**src/rtl/pipeline_pkg.sv**
```systemverilog
// Shared definitions for the instruction-fetch front end: FSM state encoding,
// reset PC, the NOP encoding and the PC/instruction pair carried through IF.
package pipeline_pkg;

  typedef enum logic [1:0] {
    S_REQ  = 2'd0,
    S_WAIT = 2'd1,
    S_FULL = 2'd2
  } fetch_state_t;

  localparam logic [31:0] RESET_PC_DEFAULT = 32'h0040_0000;
  localparam logic [31:0] INSTR_NOP        = 32'h0000_0000;
  localparam logic [31:0] PC_STEP          = 32'd4;

  typedef struct packed {
    logic [31:0] pc;
    logic [31:0] instr;
  } fetch_word_t;

  localparam fetch_word_t FETCH_WORD_EMPTY = {32'h0000_0000, INSTR_NOP};

  // Sequential successor; wraps naturally at 2^32.
  function automatic logic [31:0] next_seq_pc(input logic [31:0] pc);
    return pc + PC_STEP;
  endfunction

endpackage

```
**src/rtl/fetch_skid_buf.sv**
```systemverilog
// One-entry holding buffer for a fetch response that arrived while the IF/ID
// register was stalled; load and drain never coincide in normal operation.
module fetch_skid_buf
  import pipeline_pkg::*;
(
  input  logic        clk,
  input  logic        rst_n,
  input  logic        load,
  input  logic        drain,
  input  fetch_word_t load_word,
  output logic        valid,
  output fetch_word_t word
);

  logic        valid_reg;
  fetch_word_t word_reg;

  always_ff @(posedge clk) begin
    if (!rst_n) begin
      valid_reg <= 1'b0;
      word_reg  <= FETCH_WORD_EMPTY;
    end else if (load) begin
      valid_reg <= 1'b1;
      word_reg  <= load_word;
    end else if (drain) begin
      valid_reg <= 1'b0;
    end
  end

  assign valid = valid_reg;
  assign word  = word_reg;

endmodule

```
**src/rtl/fetch_pc_unit.sv**
```systemverilog
// IF stage: owns the fetch PC, runs the single-outstanding imem handshake and
// holds the IF/ID register; branch redirects take effect after the delay slot.
module fetch_pc_unit
  import pipeline_pkg::*;
#(
  parameter logic [31:0] RESET_PC = RESET_PC_DEFAULT
) (
  input  logic        clk,
  input  logic        rst_n,
  input  logic        id_is_branch,
  input  logic [31:0] id_branch_pc,
  input  logic        id_stall,
  output logic        imem_req,
  output logic [31:0] imem_addr,
  input  logic        imem_gnt,
  input  logic        imem_rvalid,
  input  logic [31:0] imem_rdata,
  output logic [31:0] pc_out,
  output logic        if_valid,
  output logic [31:0] if_pc,
  output logic [31:0] if_instr
);

  fetch_state_t state_reg, state_next;
  logic         req_reg;
  logic [31:0]  pc_reg, pc_next;
  logic         pend_reg;
  logic [31:0]  redirect_pc_reg;
  logic         if_valid_reg;
  fetch_word_t  ifid_reg;

  logic         consume, commit_now, out_free;
  logic         load_direct, skid_load, skid_drain, update_event;
  logic         skid_valid;
  fetch_word_t  skid_word, resp_word;

  assign consume    = if_valid_reg & ~id_stall;
  assign commit_now = consume & id_is_branch;
  assign out_free   = ~if_valid_reg | ~id_stall;
  assign resp_word  = {pc_reg, imem_rdata};

  always_comb begin
    state_next  = state_reg;
    load_direct = 1'b0;
    skid_load   = 1'b0;
    skid_drain  = 1'b0;
    case (state_reg)
      S_REQ: begin
        if (req_reg && imem_gnt) state_next = S_WAIT;
      end
      S_WAIT: begin
        if (imem_rvalid) begin
          if (out_free) begin
            load_direct = 1'b1;
            state_next  = S_REQ;
          end else begin
            skid_load  = 1'b1;
            state_next = S_FULL;
          end
        end
      end
      S_FULL: begin
        if (!id_stall && skid_valid) begin
          skid_drain = 1'b1;
          state_next = S_REQ;
        end
      end
      default: state_next = S_REQ;
    endcase
  end

  assign update_event = load_direct | skid_drain;

  // A commit landing on the update cycle is forwarded directly instead of
  // being parked in the pending register.
  always_comb begin
    pc_next = pc_reg;
    if (update_event) begin
      if (commit_now)    pc_next = id_branch_pc;
      else if (pend_reg) pc_next = redirect_pc_reg;
      else               pc_next = next_seq_pc(pc_reg);
    end
  end

  always_ff @(posedge clk) begin
    if (!rst_n) begin
      state_reg       <= S_REQ;
      req_reg         <= 1'b0;
      pc_reg          <= RESET_PC;
      pend_reg        <= 1'b0;
      redirect_pc_reg <= 32'h0000_0000;
    end else begin
      state_reg <= state_next;
      req_reg   <= (state_next == S_REQ);
      pc_reg    <= pc_next;
      if (update_event) begin
        pend_reg <= 1'b0;
      end else if (commit_now) begin
        pend_reg        <= 1'b1;
        redirect_pc_reg <= id_branch_pc;
      end
    end
  end

  always_ff @(posedge clk) begin
    if (!rst_n) begin
      if_valid_reg <= 1'b0;
      ifid_reg     <= FETCH_WORD_EMPTY;
    end else if (load_direct) begin
      if_valid_reg <= 1'b1;
      ifid_reg     <= resp_word;
    end else if (skid_drain) begin
      if_valid_reg <= 1'b1;
      ifid_reg     <= skid_word;
    end else if (consume) begin
      if_valid_reg <= 1'b0;
    end
  end

  fetch_skid_buf u_skid (
    .clk       (clk),
    .rst_n     (rst_n),
    .load      (skid_load),
    .drain     (skid_drain),
    .load_word (resp_word),
    .valid     (skid_valid),
    .word      (skid_word)
  );

  assign imem_req  = req_reg;
  assign imem_addr = pc_reg;
  assign pc_out    = pc_reg;
  assign if_valid  = if_valid_reg;
  assign if_pc     = ifid_reg.pc;
  assign if_instr  = ifid_reg.instr;

endmodule

```
**config.mk**
```make
export PLATFORM = sky130hd
export DESIGN_NAME = fetch_pc_unit
export DESIGN_NICKNAME = d
export VERILOG_FILES = /design/src/rtl/pipeline_pkg.sv /design/src/rtl/fetch_skid_buf.sv /design/src/rtl/fetch_pc_unit.sv
export SDC_FILE = /design/constraint.sdc
export NUM_CORES = 1
export LEC_CHECK = 0
export CAP_MARGIN = 20
export CORE_MARGIN = 2
export CORE_UTILIZATION = 40
export DETAILED_ROUTE_END_ITERATION = 10
export PLACE_DENSITY_LB_ADDON = 0.3
export SETUP_SLACK_MARGIN = 0.4
export SLEW_MARGIN = 5
export SYNTH_ARGS = -nofsm -noshare
export SYNTH_HDL_FRONTEND = slang
export SYNTH_SLANG_ARGS = --single-unit
```
**constraint.sdc**
```tcl
create_clock -name clk -period 2.3 [get_ports clk]
set_input_delay 0.46 -clock clk [delete_from_list [all_inputs] [get_ports clk]]
set_output_delay 0.46 -clock clk [all_outputs]
set_load 0.03 [all_outputs]
```
==> results of run 1 <==
## kinds of logic after synthesis
logic type                 after synthesis
muxes                                    7
AOI/OAI and AO/OA                      278
buffers and inverters                  141
xor gates and xnor gates                 2
adders and majority gates                1
DFF                                    198
and+or+nand+nor                        552
## synthesized netlist by cell type (4+ instances only)
| master | number | share of area [%] |
|---|---|---|
| buf_4 | 38 | 3.0 |
| clkbuf_1 | 58 | 2.3 |
| o211a_1 | 65 | 6.9 |
| and4_1 | 4 | 0.37 |
| nor2_1 | 19 | 0.76 |
| buf_6 | 4 | 0.48 |
| a31oi_1 | 5 | 0.33 |
| nor4_1 | 8 | 0.53 |
| inv_1 | 7 | 0.28 |
| o22ai_1 | 5 | 0.33 |
| o211ai_1 | 7 | 0.56 |
| nor2b_1 | 5 | 0.33 |
| nand4_1 | 6 | 0.40 |
| buf_2 | 17 | 0.91 |
| nand3_1 | 89 | 4.8 |
| mux2i_1 | 4 | 0.43 |
| a21boi_0 | 99 | 7.9 |
| and3_1 | 10 | 0.67 |
| a21boi_1 | 6 | 0.48 |
| o21ai_0 | 21 | 1.1 |
| buf_1 | 14 | 0.56 |
| and2_1 | 4 | 0.27 |
| nor3_1 | 12 | 0.64 |
| nand2_1 | 369 | 15 |
| a21oi_1 | 39 | 2.1 |
| dfxtp_1 | 198 | 42 |
## worst max-delay path, cell delays in order
cell,delay (ns)
clkdlybuf4s50_1,0.42
and3b_2,0.25
buf_4,0.14
a21o_1,0.20
buf_12,0.15
nor2_4,0.20
buf_12,0.18
nand2_1,0.05
a21boi_0,0.16
## stage by stage
step           cells  TNS [ns]  power [W]  worst slack [ns]  util [%]
2_1_floorplan   1179         0    0.00403             0.410         -
3_3_place_gp    1621         0    0.00440         0.0000806      50.4
3_5_place_dp    1621   -0.0644    0.00440           -0.0196      50.4
4_1_cts         1658         0    0.00735             0.169      52.8
5_1_grt         1665         0    0.00755             0.356      53.5
6_report        1665         0    0.00728             0.438      53.5
## report_power, final
group / switching (W) / internal [W]
sequential: 0.0000590 / 0.00349
combinational: 0.000407 / 0.000330
clock: 0.00152 / 0.00147
## layout make-up
cell class	count	area (sq um)	area share, %
clock buffer	17	425	3.42
multi-input combinational	840	4810	38.7
sequential	198	4000	32.2
antenna	1	2.50	0.0201
timing repair buffer	268	2600	20.9
clock inverter	15	174	1.40
inverter	7	26.3	0.211
tap	319	399	3.21
## worst paths after layout
path | start | endpoint | slack [ns] | cells after the start
min reg2reg | redirect_pc_reg[29] | redirect_pc_reg[29] | 0.45 | 2
max reg2reg | imem_addr[11] | imem_addr[29] | 0.45 | 5
max | imem_rvalid | redirect_pc_reg[11] | 0.44 | 9
min | rst_n | if_pc[28] | 0.37 | 2
## layer usage
layer | up-vias | GRT usage, %
li1 | 4349 | -
met1 | 4179 | 30.8
met2 | 320 | 34.5
met3 | 27 | 3.77
met4 | 0 | 4.85
met5 | - | 0
## repair_timing
action                                  in CTS  in global routing
gates cloned                                 0                  3
pin swaps                                    2                  7
resized for setup                          162                 47
endpoints found under the setup margin     138                 87
endpoints found under the hold margin        0                  0
setup buffers                                5                  3
==> impl_metrics.py, run 1 <==
metrics = {
    "finish": {
        "mostFrequentLayoutCells": "367 x nand2_1, 177 x dfxtp_1, 112 x dlygate4sd2_1",
        "layout_commonest_cell": "nand2_1",
        "syn_to_final_growth_pct": 32.8,
        "fin_area_sq_mm": 0.0124,
        "fin_nets": 1403,
        "drive_gt1_share_pct": 13.2,
        "fill_cells": 2248,
        "largest_reg_flops": 64,
    },
    "critical_path": {
        "cp_max_fo": 13,
        "endpoint_kind": "flip-flop",
        "cp-start-kind": "input pin",
        "cp.required_ns": 2.66,
        "worst-endpoint-arrival_ns": 2.22,
        "crit_type": "in2reg",
    },
    "logic_synthesis": {
        "avgSynthCellArea_sq_um": 7.95,
        "synth_cells": 1179,
        "synth-async-reset-ratio_pct": 0,
        "syn-num-nets": 1250,
        "synthSimpleGateAreaFrac_pct": 26.2,
        "synth_compound_area_share_pct": 22.6,
        "yosysWarnings": 0,
        "yosysUniqueCellTypes": 66,
        "synth-xor-area-share_pct": 0.187,
        "synth_edf_count": 0,
        "ys.flop_type": "dfxtp_1",
        "syn-cell-area_sq_mm": 0.00937,
        "synth_top_family_by_area": "simple AND/OR/NAND/NOR gates",
        "synthAdderAreaFrac_pct": 0.134,
        "ys_seq_area_share_pct": 42.3,
        "synth.area.mux_share_pct": 0.788,
        "synth-seq-cells": 198,
    },
    "global_routing": {
        "antenna_found_initial": 1,
        "first_global_vias": 8022,
        "grt_max_degree": 78,
        "track_usage_pct": 21.7,
        "grt_pass1_wl_mm": 43.1,
        "grt_overflow_total": 0,
    },
    "timing": {
        "slew_headroom_pct": 61.6,
        "maxSlewViolCount": 0,
        "final-hold-violation-count": 0,
        "hold_slack_ns": 0.373,
        "rsz0062_at_grt": "yes",
        "fin_crit_ns": 1.86,
        "setup_viol": 0,
        "fmax_mhz": 537,
        "finalCritPeriodShare_pct": 81.0,
        "skew_ns": 0.0134,
        "worst_slew_pin_slew_ns": 0.576,
    },
    "placement": {
        "port_buffers": 199,
        "routabilityCongestion": 0.897,
        "hpwl_mm": 18.0,
        "dpl_cell_area_sq_mm": 0.0117,
    },
    "floorplan": {
        "pin_count": 200,
        "fp.coreArea_sq_mm": 0.0233,
        "rows": 56,
        "start_util_pct": 40.3,
        "die_w_um": 157,
        "dieHeight_um": 157,
        "dieArea_sq_mm": 0.0247,
    },
    "power": {
        "pwr_density_cell_mw_per_mm2": 585,
        "leakagePower_nw": 5.55,
        "irDropWorstVdd_v": 0.000407,
    },
    "drt": {
        "ant_nets": 0,
        "drtPass1Iterations": 5,
        "drt_first_iter_violations": 815,
        "wirelength_met1_mm": 12.9,
        "drc": 0,
        "top_layer": "met4",
        "vias": 8875,
        "wl_met3_mm": 1.75,
        "wl_per_cell_um": 16.5,
        "drt-total-wl_mm": 27.5,
        "route.met2.wl_mm": 12.5,
        "vias_per_cell": 5.33,
    },
    "clocking": {
        "clkTransAtPathRegs_ns": 0.08,
        "cts_tree": "built",
        "cts_sinks": 198,
        "clockBufferDepth": 2,
        "hold_buffers": 0,
        "htree_levels": 4,
        "clk_latency_ns": 0.44,
        "cts-root-buf": "clkbuf_16",
        "cts_made_buffers": 17,
    },
    "hold_path": {
        "hp-class": "in2reg",
    },
    "status": {
        "status": "complete, no violations",
    },
    "run": {
        "cap_violations": 0,
    },
}
No activity file was read; power rests on OpenSTA's default activity.
==> run 2: changes to the inputs <==
- clock period: 2.3 -> 1.6 ns (I/O delays scaled with it)
==> run 2 against run 1 <==
Compared with the run above:
- the flow now finishes with violations (negative setup slack)
- worst hold slack lost 0.053 ns
- sequential power grew 43%
- die area is the same
- register-to-register slack lost 0.69 ns
- routed wire length grew 41%
- critical path type is now reg2reg
==> impl_metrics.py, run 2 (same netlist as run 1, synthesis figures left out) <==
metrics = {
    "clocking": {
        "clockBufferDepth": 2,
        "cts-root-buf": "clkbuf_16",
        "cts_made_buffers": 17,
        "clk_latency_ns": 0.45,
        "clkTransAtPathRegs_ns": 0.08,
        "htree_levels": 4,
        "cts_tree": "built",
        "hold_buffers": 0,
        "cts_sinks": 198,
    },
    "critical_path": {
        "rr_endpoint": "imem_addr[21]",
        "cp-start-kind": "flip-flop",
        "crit_type": "reg2reg",
        "r2r_start": "imem_addr[5]",
        "reg2reg_depth": 6,
        "worst-endpoint-arrival_ns": 2.18,
        "endpoint_kind": "flip-flop",
        "reg2reg_slack_ns": -0.24,
        "cp.required_ns": 1.94,
        "cp_max_fo": 4,
    },
    "timing": {
        "fin_crit_ns": 1.84,
        "rsz0062_at_grt": "yes",
        "slew_headroom_pct": 67.0,
        "finalCritPeriodShare_pct": 115,
        "setup_viol": 193,
        "setup-tns-final_ns": -21.59,
        "skew_ns": 0.0153,
        "maxSlewViolCount": 0,
        "finalWorstSetupSlack_ns": -0.239,
        "final-hold-violation-count": 0,
        "hold_slack_ns": 0.319,
        "fmax_mhz": 544,
        "worst_slew_pin_slew_ns": 0.492,
    },
    "drt": {
        "drt-total-wl_mm": 38.8,
        "drtPass1Iterations": 5,
        "vias": 10600,
        "ant_nets": 0,
        "wl_per_cell_um": 20.8,
        "drc": 0,
        "drt_first_iter_violations": 1040,
        "vias_per_cell": 5.68,
    },
    "status": {
        "violations": "negative setup slack",
        "status": "complete, but fails checks",
    },
    "finish": {
        "mostFrequentLayoutCells": "298 x nand2_1, 187 x buf_6, 122 x buf_4",
        "fill_cells": 1555,
        "seq_area_sq_mm": 0.00416,
        "antennaDiodeCount": 0,
        "fin_area_sq_mm": 0.0170,
        "postLayoutCoreUtil_pct": 73.2,
        "multi_input_area_sq_mm": 0.00618,
        "fin_nets": 1602,
        "drive_gt1_share_pct": 50.4,
        "syn_to_final_growth_pct": 81.7,
        "largest_reg_flops": 64,
        "layout_commonest_cell": "nand2_1",
    },
    "hold_path": {
        "hold_path_startpoint": "rst_n",
        "hp-class": "in2reg",
        "whs_endpoint": "if_pc[28]",
        "hold_depth": 2,
    },
    "power": {
        "p_total_w": 0.0113,
        "pwr_density_cell_mw_per_mm2": 665,
        "leakagePower_nw": 7.91,
        "irDropWorstVdd_v": 0.000644,
    },
    "placement": {
        "hpwl_mm": 18.8,
        "routabilityCongestion": 0.835,
        "port_buffers": 199,
        "dpl_cell_area_sq_mm": 0.0124,
    },
    "floorplan": {
        "rows": 56,
        "die_w_um": 157,
        "dieArea_sq_mm": 0.0247,
        "fp.coreArea_sq_mm": 0.0233,
        "dieHeight_um": 157,
        "start_util_pct": 40.3,
        "pin_count": 200,
    },
    "global_routing": {
        "first_global_vias": 9639,
        "grt_max_degree": 62,
        "grt_overflow_total": 0,
        "track_usage_pct": 27.2,
        "antenna_found_initial": 0,
        "grt_pass1_wl_mm": 52.7,
    },
    "run": {
        "cap_violations": 0,
    },
}
run 2: changes by cell type in the layout (fill, tap and decap cells not counted), moves of 42 or more:
cell and delta:
buf_6 +180, dlygate4sd2_1 -109, a21boi_0 -90, dfxtp_1 -79
buf_4 +75, nand2_1 -69, dfxtp_2 +57, a21boi_1 +50
nand2_4 +49, nand3_1 -42
run 2: area by class of cell:
| class | count | share of cell area (%) |
|---|---|---|
| multi-input combinational | 842 | 36.3 |
| clock inverter | 14 | 0.992 |
| timing repair buffer | 465 | 33.2 |
| inverter | 7 | 0.154 |
| clock buffer | 18 | 2.58 |
| tap | 319 | 2.34 |
| sequential | 198 | 24.4 |
run 2: how the worst max path moves through the flow:
stage                 startpoint                   to  cells past startpoint
finish              imem_addr[5]        imem_addr[21]                      6
global placement        id_stall  redirect_pc_reg[25]                      7
CTS                 imem_addr[3]        imem_addr[23]                      5
floorplan           imem_addr[3]        imem_addr[28]                      6
global route        imem_addr[2]        imem_addr[21]                      6
detailed placement      id_stall  redirect_pc_reg[25]                      7
run 2: critical path, stage by stage (launching register included):
cell      delay (ns)
dfxtp_4         0.37
buf_6           0.12
and4_4          0.28
nand4_1         0.22
o41ai_2         0.28
o211ai_1        0.20
a21boi_2        0.25
run 2: report_power, final:
group          internal [W]  leakage (nW)  switching, W
sequential          0.00500          1.65     0.0000926
combinational      0.000877          5.97      0.000809
clock               0.00240         0.282       0.00215
run 2: metrics by stage:
| stage | worst slack, ns | std cells |
|---|---|---|
| final | -0.239 | 1863 |
| after global placement | -0.577 | 1680 |
| after detailed placement | -0.615 | 1680 |
| after CTS | -0.154 | 1809 |
| after global routing | -0.294 | 1863 |
| after floorplan | -0.111 | 1179 |
run 2: per-layer routing:
layer,share of wire [%],track usage [%]
met3,6.7,3.91
met1,40,35.0
met2,49,46.2
met5,0,0
met4,4.5,10.3
run 2: what timing repair did:
| action | CTS | global route |
|---|---|---|
| cloned | 31 | 5 |
| setup endpoints to repair | 326 | 327 |
| pin swaps | 54 | 130 |
| setup buffers | 66 | 49 |
| resized for setup | 1111 | 280 |
==> run 3: changes to the inputs <==
- SETUP_SLACK_MARGIN: 0.4 -> default
- clock period: 1.6 -> 1.94 ns (I/O delays scaled with it)
==> run 3 against run 2 <==
Compared with the run above:
- sequential cell count did not move
- setup slack improved by 0.30 ns
- via count decreased by 16%
- core utilization shrank 20 points
- count of clock-buffer cells in the layout rose by 2
- highest routed layer is now met5
- first-iteration DRC count decreased by 25%
- the flow now finishes without violations
==> impl_metrics.py, run 3 (same netlist as run 1, synthesis figures left out) <==
metrics = {
    "global_routing": {
        "grt_pass1_wl_mm": 43.5,
        "grt_max_degree": 58,
        "antenna_found_initial": 2,
        "grt_overflow_total": 0,
        "track_usage_pct": 22.1,
        "first_global_vias": 8211,
    },
    "critical_path": {
        "path_delay_family": "buffers and inverters",
        "r2r_start": "imem_addr[2]",
        "crit_type": "reg2out",
        "cp_num_buf_inv": 1,
        "reg2reg_slack_ns": 0.06,
        "cp-start-kind": "flip-flop",
        "cp.required_ns": 1.55,
        "cp_cell_sequence": "clkdlybuf4s50_1",
        "cp_max_fo": 2,
        "worst-endpoint-arrival_ns": 1.49,
        "cp_slowest_cell": "clkdlybuf4s50_1",
        "reg2reg_depth": 6,
        "endpoint_kind": "output port",
        "cp_slowest_stage_delay_ns": 0.73,
        "rr_endpoint": "imem_addr[15]",
    },
    "status": {
        "status": "complete, no violations",
    },
    "timing": {
        "finalCritPeriodShare_pct": 96.9,
        "setup_viol": 0,
        "slew_headroom_pct": 58.9,
        "worst_slew_pin_slew_ns": 0.616,
        "setup-tns-final_ns": 0,
        "maxSlewViolCount": 0,
        "final-hold-violation-count": 0,
        "skew_ns": 0.0145,
        "fin_crit_ns": 1.88,
        "fmax_mhz": 532,
        "hold_slack_ns": 0.419,
    },
    "drt": {
        "ant_nets": 0,
        "wl_met3_mm": 1.65,
        "drt-total-wl_mm": 27.3,
        "drtPass1Iterations": 6,
        "drt_first_iter_violations": 783,
        "drc": 0,
        "wirelength_met1_mm": 13.4,
        "wl_per_cell_um": 16.2,
        "vias": 8879,
        "top_layer": "met5",
        "route.met2.wl_mm": 11.7,
        "vias_per_cell": 5.27,
    },
    "finish": {
        "postLayoutCoreUtil_pct": 53.6,
        "fin_nets": 1425,
        "syn_to_final_growth_pct": 33.0,
        "drive_gt1_share_pct": 11.9,
        "antennaDiodeCount": 0,
        "largest_reg_flops": 64,
        "mostFrequentLayoutCells": "368 x nand2_1, 188 x dfxtp_1, 132 x clkdlybuf4s50_1",
        "layout_commonest_cell": "nand2_1",
        "fill_cells": 2249,
        "fin_area_sq_mm": 0.0125,
    },
    "run": {
        "cap_violations": 0,
    },
    "floorplan": {
        "pin_count": 200,
        "dieHeight_um": 157,
        "start_util_pct": 40.3,
        "fp.coreArea_sq_mm": 0.0233,
        "dieArea_sq_mm": 0.0247,
        "rows": 56,
        "die_w_um": 157,
    },
    "power": {
        "leakagePower_nw": 5.32,
        "pwr_density_cell_mw_per_mm2": 684,
        "irDropWorstVdd_v": 0.000534,
    },
    "placement": {
        "routabilityCongestion": 0.914,
        "hpwl_mm": 18.8,
        "port_buffers": 199,
        "dpl_cell_area_sq_mm": 0.0120,
    },
    "clocking": {
        "clk_latency_ns": 0.44,
        "clkTransAtPathRegs_ns": 0.07,
        "cts_made_buffers": 17,
        "cts_sinks": 198,
        "cts_tree": "built",
        "cts-root-buf": "clkbuf_16",
        "clockBufferDepth": 2,
        "htree_levels": 4,
    },
    "hold_path": {
        "hold_path_startpoint": "rst_n",
        "whs_endpoint": "imem_addr[30]",
        "hold_depth": 2,
        "hp-class": "in2reg",
    },
}
run 3: cell types whose count changed in the layout (fill, tap and decap cells not counted), moves of 28 or more:
cell	delta
a21boi_0	+99
a21boi_1	-59
a21boi_2	-40
buf_12	-28
buf_4	-44
buf_6	-187
clkdlybuf4s50_1	+67
dfxtp_1	+90
dfxtp_2	-65
dlygate4sd2_1	+61
nand2_1	+70
nand2_4	-50
nand3_1	+45
nand3_2	-38
run 3: what timing repair did:
action                                  4_1_cts  5_1_grt
resized for setup                            66        5
pin swaps                                     0        2
hold buffers                                  0        0
buffers inserted                              0        1
endpoints found under the setup margin       66       43
cloned                                        0        0
run 3: area by class of cell:
class	instances	area, sq um	area share, %
Sequential cell	198	3980	31.9
Multi-Input combinational cell	840	4730	37.9
Clock inverter	12	92.6	0.743
Clock buffer	20	467	3.74
Inverter	7	26.3	0.211
Timing Repair Buffer	290	2770	22.2
Tap cell	319	399	3.20
run 3: stage by stage:
step           setup WS [ns]  total power [W]  cells
2_1_floorplan        0.00966          0.00477   1179
6_report              0.0598          0.00853   1686
3_3_place_gp          -0.344          0.00523   1653
5_1_grt              -0.0218          0.00883   1686
4_1_cts               0.0398          0.00861   1685
3_5_place_dp          -0.383          0.00524   1653
run 3: worst max-delay path by stage:
stage / slack [ns] / cells past startpoint / startpoint / endpoint
global placement: -0.34 / 7 / id_stall / imem_addr[30]
global route: -0.02 / 8 / imem_addr[3] / imem_addr[26]
finish: 0.06 / 1 / if_pc[27] / if_pc[27]
floorplan: 0.01 / 5 / imem_addr[11] / imem_addr[28]
CTS: 0.04 / 1 / if_pc[26] / if_pc[26]
detailed placement: -0.38 / 7 / id_stall / imem_addr[29]
run 3: where the power goes:
group,internal (W),switching (W)
clock network,0.00176,0.00164
registers,0.00414,0.0000559
logic,0.000437,0.000493
run 3: routing by layer:
metal	global-route usage, %	up-vias
met5	0	-
li1	-	4386
met1	31.6	4136
met3	4.43	31
met4	7.36	2
met2	33.4	324
==> patch 1: new RTL, flow settings as in run 1 <==
The 3 states of `fetch_state_t` get a one-hot encoding in 3 bits.
--- a/src/rtl/pipeline_pkg.sv
+++ b/src/rtl/pipeline_pkg.sv
@@ -2,10 +2,10 @@
 // reset PC, the NOP encoding and the PC/instruction pair carried through IF.
 package pipeline_pkg;
 
-  typedef enum logic [1:0] {
-    S_REQ  = 2'd0,
-    S_WAIT = 2'd1,
-    S_FULL = 2'd2
+  typedef enum logic [2:0] {
+    S_REQ  = 3'b001,
+    S_WAIT = 3'b010,
+    S_FULL = 3'b100
   } fetch_state_t;
 
   localparam logic [31:0] RESET_PC_DEFAULT = 32'h0040_0000;
Check against the original RTL: same outputs for any inputs over 4 cycles, from zero or initial values and one cycle with rst_n low; so few cycles prove little.
==> patch 1 against run 1 <==
Via count down 5.1%; first-iteration DRC count decreased by 25%; worst setup slack worse by 0.046 ns; cell area decreased by 4.1%; final cell count shrank 6.5%; synthesized area is 5.6% lower; sequential cell count up 1; wire length decreased by 5.8%.
Power is not compared: it rests on default switching activity, and its combinational part moved more than twofold at a synthesized area within 25%.
==> patch 1: results (changes against run 1) <==
metric,value,unit,change
dominant synthesized flop cell,dfxtp_1,,
"CP delay by family, top",buffers and inverters,,
PortBufs,199,,unchanged
Ys Warns,0,,unchanged
most area-consuming cells after synthesis,"dfxtp_1 45%, nand2_1 10%, a21oi_1 8.0%, mux2i_1 7.8%, a211oi_1 5.9%",,
critical path's slowest cell,clkdlybuf4s50_1,,
Max transition margin,0.6907,,+0.07438
sequential share of the synthesized area,0.4505,,+0.02752
synth unique cells,62,,-6.1%
Post-CTS Setup Bufs,1,,-4
share of layout cells above drive strength 1,0.1216,,-0.01003
Post-Route WL,25920,µm,-5.8%
Starting DRT DRC Count,615,,-25%
multiplexer share of the synthesized area,0.07937,,+0.07149
post-CTS sizing,141,,-13%
first-pass GRT wire length,40560,µm,-5.8%
"Async S/R FF share, synth",0,,unchanged
largest net degree at the start of global routing,45,,-42%
syn avg cell area,8.069,µm²,+1.5%
latest clock arrival within the worst-skew pair,0.44,ns,about the same
cell leakage power,5.247,nW,
Final Skew,0.008507,ns,-0.004899 ns
Synth Area in XOR/XNOR,0.0009904,,-0.0008788
Compound-Gate Fraction of Synth Area,0.1897,,-0.03671
initial antenna violation count,1,,unchanged
TritonRoute pass-1 iters,5,,unchanged
H-tree depth,4,,unchanged
Layout Nets,1333,,-5.0%
Layout Cells excl Fill,1556,,-6.5%
"Max FO, Critical Path",8,,-5
HP Class,reg2reg,,
number of flip-flops in the largest register,64,,unchanged
status,"finished, final reports clean",,
Root Buffer,clkbuf_16,,
Detailed Place HPWL,16890,µm,-6.1%
vias in the first global route,7559,,-5.8%
synth cell count leaders,"243 x nand2_1, 199 x dfxtp_1, 141 x a21oi_1",,
Max rail drop VDD,450.3,µV,
Via density,5.414,,+1.6%
Worst EP arrival,2.23,ns,
CTS buffer count,17,,unchanged
Clock Tree Buf Depth,2,,unchanged
RePlAce Congestion,0.8219,,-8.4%
adder-cell area share of the yosys netlist,0.001415,,+0.00007971
CP max stage delay,0.49,ns,+0.07 ns
GRT Resource Usage Total,0.2129,,-0.004074
"Reg clk slew, reported paths",0.08,ns,about the same
Placed Cells,1505,,-7.2%
Syn Nets,1167,,-6.6%
patch 1: cell types whose count changed after synthesis, sizes merged, moves of 65 or more:
| cell | run 1 | this run |
|---|---|---|
| a211oi | 3 | 69 |
| nand2 | 369 | 243 |
| a21oi | 39 | 141 |
| mux2i | 4 | 69 |
| a21boi | 105 | 0 |
| nor2 | 19 | 98 |
patch 1: final cells by class:
| cell class | instances | area, µm² |
|---|---|---|
| Multi-Input combinational cell | 772 | 4380 |
| Antenna cell | 1 | 2.502 |
| Tap cell | 280 | 350.3 |
| Clock inverter | 15 | 162.7 |
| Timing Repair Buffer | 269 | 2561 |
| Sequential cell | 199 | 4030 |
| Fill cell | 2054 | 9827 |
| Clock buffer | 17 | 425.4 |
| Inverter | 3 | 16.27 |
patch 1: metrics by stage:
step | area, µm² | setup slack (ns)
final | 11930 | 0.3919
after global routing | 11930 | 0.2953
after CTS | 11710 | 0.3589
after detailed placement | 11230 | -0.2661
after global placement | 11230 | -0.1781
after floorplan | 8882 | 0.3368
patch 1: final timing paths:
kind,from,to,slack (ns),depth (start not counted)
hold reg to reg,redirect_pc_reg[0],redirect_pc_reg[0],0.45,2
setup / recovery,imem_rvalid,imem_addr[29],0.39,8
hold / removal,redirect_pc_reg[0],redirect_pc_reg[0],0.45,2
setup reg to reg,state_reg[2],imem_addr[29],0.46,7
patch 1: report_power, final:
group	leakage, nW	total (mW)	internal [mW]	switching (mW)
Clock	0.283	3.01	1.55	1.47
Combinational	3.35	0.300	0.149	0.152
Sequential	1.62	3.46	3.45	0.00981
patch 1: routing by layer:
layer / global-route usage / part of all wire / vias up
li1: - / - / 4128
met4: 0.07628 / 0.018 / 0
met3: 0.04124 / 0.064 / 29
met1: 0.3028 / 0.46 / 3940
met2: 0.3218 / 0.45 / 327
met5: 0 / 0 / -
==> patch 2: new RTL, config.mk and constraints of run 1 <==
Made on the original files. Reset style: asynchronous (`rst_n`), changed in 3 clocked blocks.
--- a/src/rtl/fetch_skid_buf.sv
+++ b/src/rtl/fetch_skid_buf.sv
@@ -15,7 +15,7 @@
   logic        valid_reg;
   fetch_word_t word_reg;
 
-  always_ff @(posedge clk) begin
+  always_ff @(posedge clk or negedge rst_n) begin
     if (!rst_n) begin
       valid_reg <= 1'b0;
       word_reg  <= FETCH_WORD_EMPTY;
--- a/src/rtl/fetch_pc_unit.sv
+++ b/src/rtl/fetch_pc_unit.sv
@@ -82,7 +82,7 @@
     end
   end
 
-  always_ff @(posedge clk) begin
+  always_ff @(posedge clk or negedge rst_n) begin
     if (!rst_n) begin
       state_reg       <= S_REQ;
       req_reg         <= 1'b0;
@@ -102,7 +102,7 @@
     end
   end
 
-  always_ff @(posedge clk) begin
+  always_ff @(posedge clk or negedge rst_n) begin
     if (!rst_n) begin
       if_valid_reg <= 1'b0;
       ifid_reg     <= FETCH_WORD_EMPTY;
Behaviour: differs if rst_n is asserted again (counterexample within 4 cycles, from zero or initial values and one cycle with rst_n low); with rst_n held inactive, the same outputs for 10 cycles.
==> patch 2 against run 1 <==
Worst setup slack got worse by 0.073 ns; wire length is 13% lower; synthesized cell count is 27% lower; sequential cell count did not move; cell area shrank 0.59%; synthesized area shrank 2.6%.
Power is not compared: it rests on default switching activity, and its combinational part moved more than twofold at a synthesized area within 25%.
==> patch 2: results (changes against run 1) <==
metric,value,unit,change
buffering overhead,0.2110,,+0.001855
Die Area,24050,µm²,-2.5%
Synth Area in XOR/XNOR,0.01151,,+0.009642
Clock Network Area Fraction,0.04826,,+0.00008517
Repair and plain buffers,283,,+5.6%
Via density,5.291,,-0.73%
share of layout cells above drive strength 1,0.2466,,+0.1150
status,"finished, final reports clean",,
largest net degree at the start of global routing,66,,-15%
DP Worst Slack,-0.1738,ns,-0.1542 ns
GRT Resource Usage Total,0.2022,,-0.01473
Reg area,4980,µm²,+24%
Placed Cells,1318,,-19%
critical path's slowest cell,dfrtp_2,,
multi-input gate count,568,,-32%
vias in the first global route,7103,,-11%
Tightest Pin Transition,0.5792,ns,+0.003671 ns
Final Skew,0.01042,ns,-0.002985 ns
Starting DRT DRC Count,531,,-35%
Fill cells,1980,,-12%
clock buffer count,18,,+1
Layout Nets,1145,,-18%
initial antenna violation count,2,,+1
Syn Nets,933,,-25%
WL/cell,17.38,µm,+5.2%
dominant synthesized flop cell,dfrtp_1,,
Compound-Gate Fraction of Synth Area,0.1146,,-0.1119
syn avg cell area,10.59,µm²,+33%
synth unique cells,57,,-14%
multiplexer share of the synthesized area,0.1295,,+0.1216
placed inst area,11680,µm²,-0.35%
"Max FO, Critical Path",5,,-8
RePlAce Congestion,0.8373,,-6.6%
Detailed Place HPWL,16250,µm,-9.6%
multi-input logic portion of the cell area,0.3072,,-0.07934
"Async S/R FF share, synth",1.000,,+1.000
==> patch 2: path summary, 6_finish.rpt <==
check,startpoint,end,slack (ns),depth (start not counted)
worst max register to register,imem_addr[12],imem_addr[27],0.43,5
worst max-delay path,imem_addr[11],imem_addr[11],0.36,3
worst min-delay path,rst_n,if_pc[7],0.01,1
min in group clk,if_pc[17],if_pc[17],0.47,2
worst min register to register,if_pc[17],if_pc[17],0.47,2
max in group asynchronous,rst_n,u_skid.word[12],1.65,2
==> patch 2: per-layer routing <==
layer,wire length [µm],GRT usage,vias to the layer above
met5,16,0,-
met4,313,0.05908,2
met3,1145,0.03454,20
met2,11620,0.3331,194
met1,10760,0.2761,3611
li1,-,-,3438
==> patch 2: worst register-to-register path, cell delays in order (launching register included) <==
cell and delay (ns):
dfrtp_2 0.42, nand4_4 0.15, or3_4 0.48, or3_1 0.42
o32ai_2 0.19, o21bai_1 0.13
==> patch 2: cell families (layout without fill, tap and decap cells) <==
| kind of cell | count (synthesis) | count (layout) |
|---|---|---|
| simple gates | 289 | 289 |
| flops | 198 | 198 |
| compound gates | 160 | 160 |
| mux | 106 | 106 |
| buf+inv | 96 | 321 |
| xor+xnor | 12 | 12 |
| fa+ha+maj | 1 | 1 |
| other cells | 0 | 1 |
==> patch 2: timing repair <==
action                                 4_1_cts  5_1_grt
pin swaps                                    3       11
gates resized for setup                    136       43
cloned                                       0        0
setup buffers                               12       10
endpoints found under the hold margin        0        0
setup endpoints to repair                  295       41
==> patch 2: power by group through the flow <==
stage          Clock [mW]  Combinational, mW  Sequential (mW)
3_3_place_gp            0               8.08             6.19
6_report             3.05               7.80             6.14
4_1_cts              3.12               7.75             6.13
5_1_grt              3.26               8.42             6.37
3_5_place_dp            0               8.21             6.25
2_1_floorplan           0               3.65             7.61
